$ cat src/rtl/mem_stage_sram_ctrl_if.sv
// Bundles the MEM-stage request side and the 16-bit SRAM pin side of mem_stage_sram_ctrl.
// The master is the pipeline plus the SRAM device. The slave is the controller.
interface mem_stage_sram_ctrl_if #(
    parameter int SRAM_AW = 18
);
    logic               MEM_R_EN;
    logic               MEM_W_EN;
    logic [31:0]        address;
    logic [31:0]        writeData;
    logic [31:0]        readData;
    logic               ready;
    logic [SRAM_AW-1:0] SRAM_ADDR;
    logic               SRAM_WE_N;
    logic [15:0]        SRAM_DQ_OUT;
    logic               SRAM_DQ_OE;
    logic [15:0]        SRAM_DQ_IN;

    modport master (
        output MEM_R_EN, MEM_W_EN, address, writeData, SRAM_DQ_IN,
        input  readData, ready, SRAM_ADDR, SRAM_WE_N, SRAM_DQ_OUT, SRAM_DQ_OE
    );

    modport slave (
        input  MEM_R_EN, MEM_W_EN, address, writeData, SRAM_DQ_IN,
        output readData, ready, SRAM_ADDR, SRAM_WE_N, SRAM_DQ_OUT, SRAM_DQ_OE
    );
endinterface

$ cat src/rtl/mem_stage_sram_ctrl.sv
// MEM-stage controller for a 16-bit asynchronous SRAM. Each 32-bit access runs as two half-word phases.
// The optional macro SRAM_WRITE_BUFFER_EN enables a one-entry posted-write buffer.
module mem_stage_sram_ctrl #(
    parameter int BASE_ADDR   = 1024,
    parameter int WAIT_CYCLES = 1,
    parameter int SRAM_AW     = 18
) (
    input  logic                  clk,
    input  logic                  rst,
    mem_stage_sram_ctrl_if.slave  bus
);
    typedef enum logic [1:0] {
        ST_IDLE = 2'd0,
        ST_LOW  = 2'd1,
        ST_HIGH = 2'd2,
        ST_DONE = 2'd3
    } state_e;

    localparam logic [31:0] BASE_W  = 32'(BASE_ADDR);
    localparam logic [3:0]  WAIT_LD = 4'(WAIT_CYCLES);

    state_e             state_q, state_d;
    logic [SRAM_AW-2:0] word_q, word_d;
    logic [31:0]        data_q, data_d;
    logic               wr_q, wr_d;
    logic [3:0]         cnt_q, cnt_d;
    logic [31:0]        rdata_q, rdata_d;
    logic [SRAM_AW-1:0] sram_addr_q, sram_addr_d;
    logic               we_n_q, we_n_d;
    logic [15:0]        dq_out_q, dq_out_d;
    logic               dq_oe_q, dq_oe_d;
`ifdef SRAM_WRITE_BUFFER_EN
    logic               posted_q, posted_d;
`endif

    logic               req_s;
    logic               last_s;
    logic               ready_s;
    logic [31:0]        off_s;

    assign req_s  = bus.MEM_R_EN | bus.MEM_W_EN;
    assign off_s  = bus.address - BASE_W;
    assign last_s = (cnt_q == 4'd0);

    // Next-state, latched operands and SRAM pin values; pins are registered so they hold across a phase
    always_comb begin
        state_d     = state_q;
        word_d      = word_q;
        data_d      = data_q;
        wr_d        = wr_q;
        cnt_d       = cnt_q;
        rdata_d     = rdata_q;
        sram_addr_d = sram_addr_q;
        we_n_d      = we_n_q;
        dq_out_d    = dq_out_q;
        dq_oe_d     = dq_oe_q;
        ready_s     = 1'b0;
`ifdef SRAM_WRITE_BUFFER_EN
        posted_d    = posted_q;
`endif
        case (state_q)
            ST_IDLE: begin
                ready_s = ~req_s;
                we_n_d  = 1'b1;
                dq_oe_d = 1'b0;
                if (req_s) begin
                    word_d      = off_s[SRAM_AW:2];
                    data_d      = bus.writeData;
                    wr_d        = bus.MEM_W_EN;
                    cnt_d       = WAIT_LD;
                    sram_addr_d = {off_s[SRAM_AW:2], 1'b0};
                    we_n_d      = ~bus.MEM_W_EN;
                    dq_oe_d     = bus.MEM_W_EN;
                    dq_out_d    = bus.writeData[15:0];
                    state_d     = ST_LOW;
`ifdef SRAM_WRITE_BUFFER_EN
                    // A store is posted, so the pipeline advances while it drains.
                    posted_d    = bus.MEM_W_EN;
                    ready_s     = bus.MEM_W_EN;
`endif
                end else begin
                    state_d = ST_IDLE;
                end
            end
            ST_LOW: begin
                if (last_s) begin
                    if (!wr_q) begin
                        rdata_d[15:0] = bus.SRAM_DQ_IN;
                    end else begin
                        rdata_d = rdata_q;
                    end
                    cnt_d       = WAIT_LD;
                    sram_addr_d = {word_q, 1'b1};
                    dq_out_d    = data_q[31:16];
                    state_d     = ST_HIGH;
                end else begin
                    cnt_d = cnt_q - 4'd1;
                end
            end
            ST_HIGH: begin
                if (last_s) begin
                    if (!wr_q) begin
                        rdata_d[31:16] = bus.SRAM_DQ_IN;
                    end else begin
                        rdata_d = rdata_q;
                    end
                    we_n_d  = 1'b1;
                    dq_oe_d = 1'b0;
`ifdef SRAM_WRITE_BUFFER_EN
                    posted_d = 1'b0;
                    state_d  = posted_q ? ST_IDLE : ST_DONE;
`else
                    state_d  = ST_DONE;
`endif
                end else begin
                    cnt_d = cnt_q - 4'd1;
                end
            end
            ST_DONE: begin
                ready_s = 1'b1;
                we_n_d  = 1'b1;
                dq_oe_d = 1'b0;
                state_d = ST_IDLE;
            end
            default: begin
                we_n_d  = 1'b1;
                dq_oe_d = 1'b0;
                state_d = ST_IDLE;
            end
        endcase
    end

    // State and datapath registers; reset aborts any access with the write strobe released at once
    always_ff @(posedge clk or posedge rst) begin
        if (rst) begin
            state_q     <= ST_IDLE;
            word_q      <= '0;
            data_q      <= 32'd0;
            wr_q        <= 1'b0;
            cnt_q       <= 4'd0;
            rdata_q     <= 32'd0;
            sram_addr_q <= '0;
            we_n_q      <= 1'b1;
            dq_out_q    <= 16'd0;
            dq_oe_q     <= 1'b0;
`ifdef SRAM_WRITE_BUFFER_EN
            posted_q    <= 1'b0;
`endif
        end else begin
            state_q     <= state_d;
            word_q      <= word_d;
            data_q      <= data_d;
            wr_q        <= wr_d;
            cnt_q       <= cnt_d;
            rdata_q     <= rdata_d;
            sram_addr_q <= sram_addr_d;
            we_n_q      <= we_n_d;
            dq_out_q    <= dq_out_d;
            dq_oe_q     <= dq_oe_d;
`ifdef SRAM_WRITE_BUFFER_EN
            posted_q    <= posted_d;
`endif
        end
    end

    assign bus.readData    = rdata_q;
    assign bus.ready       = ready_s;
    assign bus.SRAM_ADDR   = sram_addr_q;
    assign bus.SRAM_WE_N   = we_n_q;
    assign bus.SRAM_DQ_OUT = dq_out_q;
    assign bus.SRAM_DQ_OE  = dq_oe_q;
endmodule
$ cat src/flat_wrapper.sv
// flat-port wrapper written by rule: the top's interface ports become plain ports
module mem_stage_sram_ctrl_flat 
#(
    parameter int BASE_ADDR   = 1024,
    parameter int WAIT_CYCLES = 1,
    parameter int SRAM_AW     = 18
)
  (clk, rst, bus_MEM_R_EN, bus_MEM_W_EN, bus_address, bus_writeData, bus_SRAM_DQ_IN, bus_readData, bus_ready, bus_SRAM_ADDR, bus_SRAM_WE_N, bus_SRAM_DQ_OUT, bus_SRAM_DQ_OE);
  mem_stage_sram_ctrl_if #(.SRAM_AW(SRAM_AW)) bus_i ();
  input  logic clk;
  input  logic rst;
  input wire logic [$bits(bus_i.MEM_R_EN)-1:0] bus_MEM_R_EN;
  input wire logic [$bits(bus_i.MEM_W_EN)-1:0] bus_MEM_W_EN;
  input wire logic [$bits(bus_i.address)-1:0] bus_address;
  input wire logic [$bits(bus_i.writeData)-1:0] bus_writeData;
  input wire logic [$bits(bus_i.SRAM_DQ_IN)-1:0] bus_SRAM_DQ_IN;
  output wire logic [$bits(bus_i.readData)-1:0] bus_readData;
  output wire logic [$bits(bus_i.ready)-1:0] bus_ready;
  output wire logic [$bits(bus_i.SRAM_ADDR)-1:0] bus_SRAM_ADDR;
  output wire logic [$bits(bus_i.SRAM_WE_N)-1:0] bus_SRAM_WE_N;
  output wire logic [$bits(bus_i.SRAM_DQ_OUT)-1:0] bus_SRAM_DQ_OUT;
  output wire logic [$bits(bus_i.SRAM_DQ_OE)-1:0] bus_SRAM_DQ_OE;
  assign bus_i.MEM_R_EN = bus_MEM_R_EN;
  assign bus_i.MEM_W_EN = bus_MEM_W_EN;
  assign bus_i.address = bus_address;
  assign bus_i.writeData = bus_writeData;
  assign bus_i.SRAM_DQ_IN = bus_SRAM_DQ_IN;
  assign bus_readData = bus_i.readData;
  assign bus_ready = bus_i.ready;
  assign bus_SRAM_ADDR = bus_i.SRAM_ADDR;
  assign bus_SRAM_WE_N = bus_i.SRAM_WE_N;
  assign bus_SRAM_DQ_OUT = bus_i.SRAM_DQ_OUT;
  assign bus_SRAM_DQ_OE = bus_i.SRAM_DQ_OE;
  mem_stage_sram_ctrl #(.BASE_ADDR(BASE_ADDR), .WAIT_CYCLES(WAIT_CYCLES), .SRAM_AW(SRAM_AW)) u_core (.clk(clk), .rst(rst), .bus(bus_i));
endmodule
$ cat config.mk
export PLATFORM = sky130hd
export DESIGN_NAME = mem_stage_sram_ctrl_flat
export DESIGN_NICKNAME = d
export VERILOG_FILES = /design/src/rtl/mem_stage_sram_ctrl_if.sv /design/src/rtl/mem_stage_sram_ctrl.sv /design/src/flat_wrapper.sv
export SDC_FILE = /design/constraint.sdc
export NUM_CORES = 1
export LEC_CHECK = 0
export BUFFER_PORTS_ARGS = -buffer_cell sky130_fd_sc_hd__buf_2
export CAP_MARGIN = 15
export CORE_MARGIN = 5
export CORE_UTILIZATION = 50
export CTS_BUF_LIST = sky130_fd_sc_hd__clkbuf_4 sky130_fd_sc_hd__clkbuf_8 sky130_fd_sc_hd__clkbuf_16
export CTS_CLUSTER_SIZE = 24
export DETAILED_ROUTE_END_ITERATION = 10
export PLACE_DENSITY = 0.79
export SLEW_MARGIN = 25
export SYNTH_ARGS = -nofsm -noshare
export SYNTH_HDL_FRONTEND = slang
export SYNTH_SLANG_ARGS = --single-unit
$ cat constraint.sdc
create_clock -name clk -period 10.1 [get_ports clk]
set_clock_uncertainty 0.15 [all_clocks]
set_input_delay 2.02 -clock clk [delete_from_list [all_inputs] [get_ports clk]]
set_output_delay 2.02 -clock clk [all_outputs]
set_load 0.02 [all_outputs]
=== Word-level counts from Yosys, hierarchy flattened ===
Index checks and enable logic that the tools add are counted.

* Bitwise gates (word level): 6
* Reduce and logical (&&, ||, !) cells: 12
* Add/subtract/negate cells: 2
* Eq/ne operators: 7
* Mux-type cells: 25

{| class="wikitable"
|+ Operators with widths
! cell !! count
|-
| two-way mux 16 bit || 4
|-
| one-hot mux 32 bit (2 select lines) || 1
|-
| two-way mux 18 bit || 2
|-
| one-hot mux 18 bit (2 select lines) || 1
|-
| two-way mux 32 bit || 1
|-
| one-hot mux 16 bit (2 select lines) || 1
|-
| subtractor 19 x 11 -> 19 bit (second input constant) || 1
|-
| two-way mux 4 bit || 3
|-
| one-hot mux 4 bit (3 select lines) || 1
|-
| one-hot mux 2 bit (4 select lines) || 1
|-
| AND reduction 4 bit || 2
|-
| != test 2 x 1 -> 1 bit (second input constant) || 3
|-
| one-hot mux 1 bit (3 select lines) || 2
|-
| AND reduction 2 bit || 3
|-
| AND reduction 3 bit || 2
|-
| nonzero test 3 bit || 2
|-
| two-way mux 1 bit || 5
|-
| inverter 1 bit || 5
|-
| == test 2 bit (second input constant) || 2
|-
| zero test 4 bit || 1
|-
| two-way mux 2 bit || 2
|-
| subtractor 4 x 1 -> 4 bit (second input constant) || 1
|-
| == test 2 x 1 -> 1 bit (second input constant) || 1
|-
| zero test 2 bit || 1
|-
| 4 further kinds || 4
|}

* Flip-flop bits (word level): 124
* Word-level logic and storage cells: 63
* Input bits: 84
* Output and inout port bits: 69

=== Depth between registers and ports, before layout ===
* Depth after elaboration: 3
* Mapped depth: 8
* Depth with buffers taken out: 6

=== Worst setup path after synthesis ===
OpenSTA, ideal clock, no wires.

* Path kind: input to output
* Start point: input bus_MEM_W_EN
* End point: output bus_ready
* Stages on the path: 3
* Data required time: 7.930 ns
* Arrival: 2.847 ns
* Buffers on the path: 0
* Setup slack: 5.083 ns
* Path through: nor3b_1 nor2_1 nor2_1

* Cells in the longest elaborated chain, start to end: 3

{| class="wikitable"
|+ RTL lines
! what !! line !! RTL
|-
| from (decl) || flat_wrapper.sv:13 || <nowiki>input wire logic [$bits(bus_i.MEM_W_EN)-1:0] bus_MEM_W_EN;</nowiki>
|-
| OR 1 bit || mem_stage_sram_ctrl.sv:41 || <nowiki>assign req_s = bus.MEM_R_EN | bus.MEM_W_EN;</nowiki>
|-
| inverter 1 bit || mem_stage_sram_ctrl.sv:63 || <nowiki>ready_s = ~req_s;</nowiki>
|-
| one-hot mux 1 bit (2 select lines) || mem_stage_sram_ctrl.sv:61 || <nowiki>case (state_q)</nowiki>
|-
| to (decl) || flat_wrapper.sv:18 || <nowiki>output wire logic [$bits(bus_i.ready)-1:0] bus_ready;</nowiki>
|}

Every way passes these cells.

=== Final worst setup path ===
Same ends and word-level chain as after synthesis.

==> out/qor.txt <==
Congestion Overflow GR: 0
Die W: 107.2 um
Status: completed
Hold Crit Depth: 2
IO Count: 153
Fmax: 0.1863 GHz
Leakage: 2.793 nW
Initial Util: 51.17%
Worst Path Class, Setup: in2out
Sequential share of the synthesized area: 57.18%
Largest net degree at the start of global routing: 77
WHS: 0.3357 ns
CP max FO: 7
Startpoint Class: primary input
Max_cap viols: 0
Commonest non-fill, non-tap cell in the layout: buf_2
Post-synth ARST share: 100.0%
RSZ-0062 raised after global routing: false
PnR Total Power: 1.954 mW
Core ar.: 9240 sq um
Initial drt markers: 177
Row cnt: 35
Crit end category: output port
Worst Max-Slew Pin Slew: 0.9183 ns
Die Area: 11500 sq um
Synth Area per Inst: 11.26 sq um
Post-CTS Setup Inserts: 0
Mapped cell area: 4728 sq um
Fin nets: 639
TritonCTS Buffers: 9
DRT Pass-1 Iters: 4
Net count after synthesis: 511
Hold crit path type: reg2reg
Yosys cell types: 40
Clock sink count: 108
Longest Clk Path Bufs: 2
Complex-gate fraction of the synthesized area: 8.944%
Wire length per cell: 15.50 um
Cts repair resizes: 0
Initial antenna violation count: 0
Synthesis-stage register bit count: 108
Most frequent cells in the layout: 137 x buf_2, 107 x dfrtp_1, 85 x nand2_1
Post-synth EDFFs: 0
Worst r2r path cells: 5
Critical path arrival: 3.20 ns
Via density: 5.191
Area delta synth->final: 21.22%
H-tree level count: 3
Worst min-delay path startpoint: u_core.bus.SRAM_DQ_OUT[6]
Fin crit period: 5.366 ns
Final HPWL DP: 7540 um
Slew Limit Headroom: 38.78%
PwrDens: 341.0 nW/um^2
Most used DFF post-synth: dfrtp_1
Hold Fails Final Rpt: 0
First-pass GRT wire length: 18020 um
Critical R2R Launch: u_core.state_q[0]
Adder-cell share of the synthesized area: 1.852%
Period utilization: 53.13%
Proportion of synthesized area in mux cells: 16.30%
Number of remaining DRC errors: 0
Fraction of layout cells with a size suffix above 1: 37.43%
Port-buffer cells: 137
Inserted Diodes: 0
Synthesized instance count: 420
Yosys warns: 0
CTS tree: yes
Post-synthesis simple-gate area fraction: 11.33%
Peak VDD IR: 0.1768 mV
Largest family of logic cells by synthesized area: multiplexers
Setup TNS: 0 ns
CP required: 7.93 ns
R2R Path End: u_core.bus.SRAM_ADDR[7]
Worst-path clk slew: 0.11 ns
Routed WL: 10570 um
Root buffer cell: clkbuf_8
Setup-failing EPs final: 0
Routability Congestion: 0.8067
Final core occ: 62.03%
Routed vias: 3540
Post-Synth XOR/XNOR Area: 1.297%
Die height: 107.2 um
Vias in the first global route: 3778
Routed Antenna Nets: 0
Final Max Slew Viols: 0
WHS Endpoint: u_core.bus.SRAM_DQ_OUT[6]
Clock Latency Late Sink: 0.36 ns
Hold_buf cts: 0
Tot GR Track Use: 19.34%
Reg-to-reg slack, setup: 7.09 ns
## worst max-delay path: stages
cell and delay (ns):
buf_2 0.13, nor3b_1 0.68, nor2_1 0.09, nor2_1 0.10, buf_2 0.17
## worst max-delay path by stage
stage | startpoint | to | depth (start not counted)
6_report | bus_MEM_W_EN | bus_ready | 5
5_1_grt | bus_MEM_W_EN | bus_ready | 5
4_1_cts | bus_MEM_W_EN | bus_ready | 5
3_5_place_dp | bus_MEM_W_EN | bus_ready | 5
3_3_place_gp | bus_MEM_W_EN | bus_ready | 5
2_1_floorplan | bus_MEM_W_EN | bus_ready | 3
## where the power goes
group	switching [mW]	leakage [nW]	internal, mW
logic	0.560	1.36	0.364
registers	0.108	1.32	0.642
clock network	0.155	0.110	0.126
## flip-flops by register name, summed over array words and instances, names as in the netlist
| name | cells |
|---|---|
| u_core.bus.readData | 32 |
| u_core.bus.SRAM_WE_N | 1 |
| u_core.cnt_q | 4 |
| u_core.data_q | 16 |
| u_core.bus.SRAM_DQ_OE | 1 |
| u_core.state_q | 2 |
| u_core.word_q | 17 |
| u_core.bus.SRAM_DQ_OUT | 16 |
| u_core.bus.SRAM_ADDR | 18 |
| u_core.wr_q | 1 |
## area by class of cell
type                       count  area [sq um]
fill                         770          3508
sequential                   108          2704
multi-input combinational    280          1892
timing repair buffer         141         723.2
tap                          129         161.4
clock buffer                  10         137.6
clock inverter                 6         81.33
inverter                       8         32.53
## metrics by stage
step                      area, sq um  instances  worst slack, ns
final                            5732        682            4.734
after global routing             5732        682            4.668
after CTS                        5717        681            4.738
after detailed placement         5498        665            4.745
after global placement           5498        665            4.807
after floorplan                  4728        420            5.083
## cells in the mapped netlist, types with 2 or more instances
cell type / count / area (sq um)
dfrtp_1: 107 / 2678
nand2_1: 85 / 319.1
o21ai_0: 60 / 300.3
mux2_2: 32 / 360.4
mux2i_1: 26 / 260.3
clkbuf_1: 20 / 75.07
mux2_4: 10 / 150.1
nor2_1: 9 / 33.78
inv_1: 8 / 30.03
ha_1: 7 / 87.58
nand3_1: 6 / 30.03
a21oi_1: 5 / 25.02
nor3_1: 4 / 20.02
nor3b_1: 4 / 30.03
o211ai_1: 4 / 30.03
xnor2_1: 4 / 35.03
nand3b_1: 3 / 22.52
xor2_1: 3 / 26.28
buf_2: 2 / 10.01
## metal layers
metal / up-vias / global-route usage [%] / part of all wire [%]
met2: 120 / 32.57 / 49
met4: 0 / 6.119 / 1.4
li1: 1696 / - / -
met5: - / 0 / 0
met3: 12 / 7.044 / 9.3
met1: 1712 / 23.03 / 40
## cells by family (layout without fill, tap and decap cells)
| group | count (synthesis) | after routing |
|---|---|---|
| and+or+nand+nor | 120 | 120 |
| DFF | 108 | 108 |
| AOI/OAI and AO/OA | 78 | 78 |
| muxes | 68 | 68 |
| buffers and inverters | 32 | 165 |
| adders and majority gates | 7 | 7 |
| xor gates and xnor gates | 7 | 7 |
No activity file was read; power rests on OpenSTA's default activity.
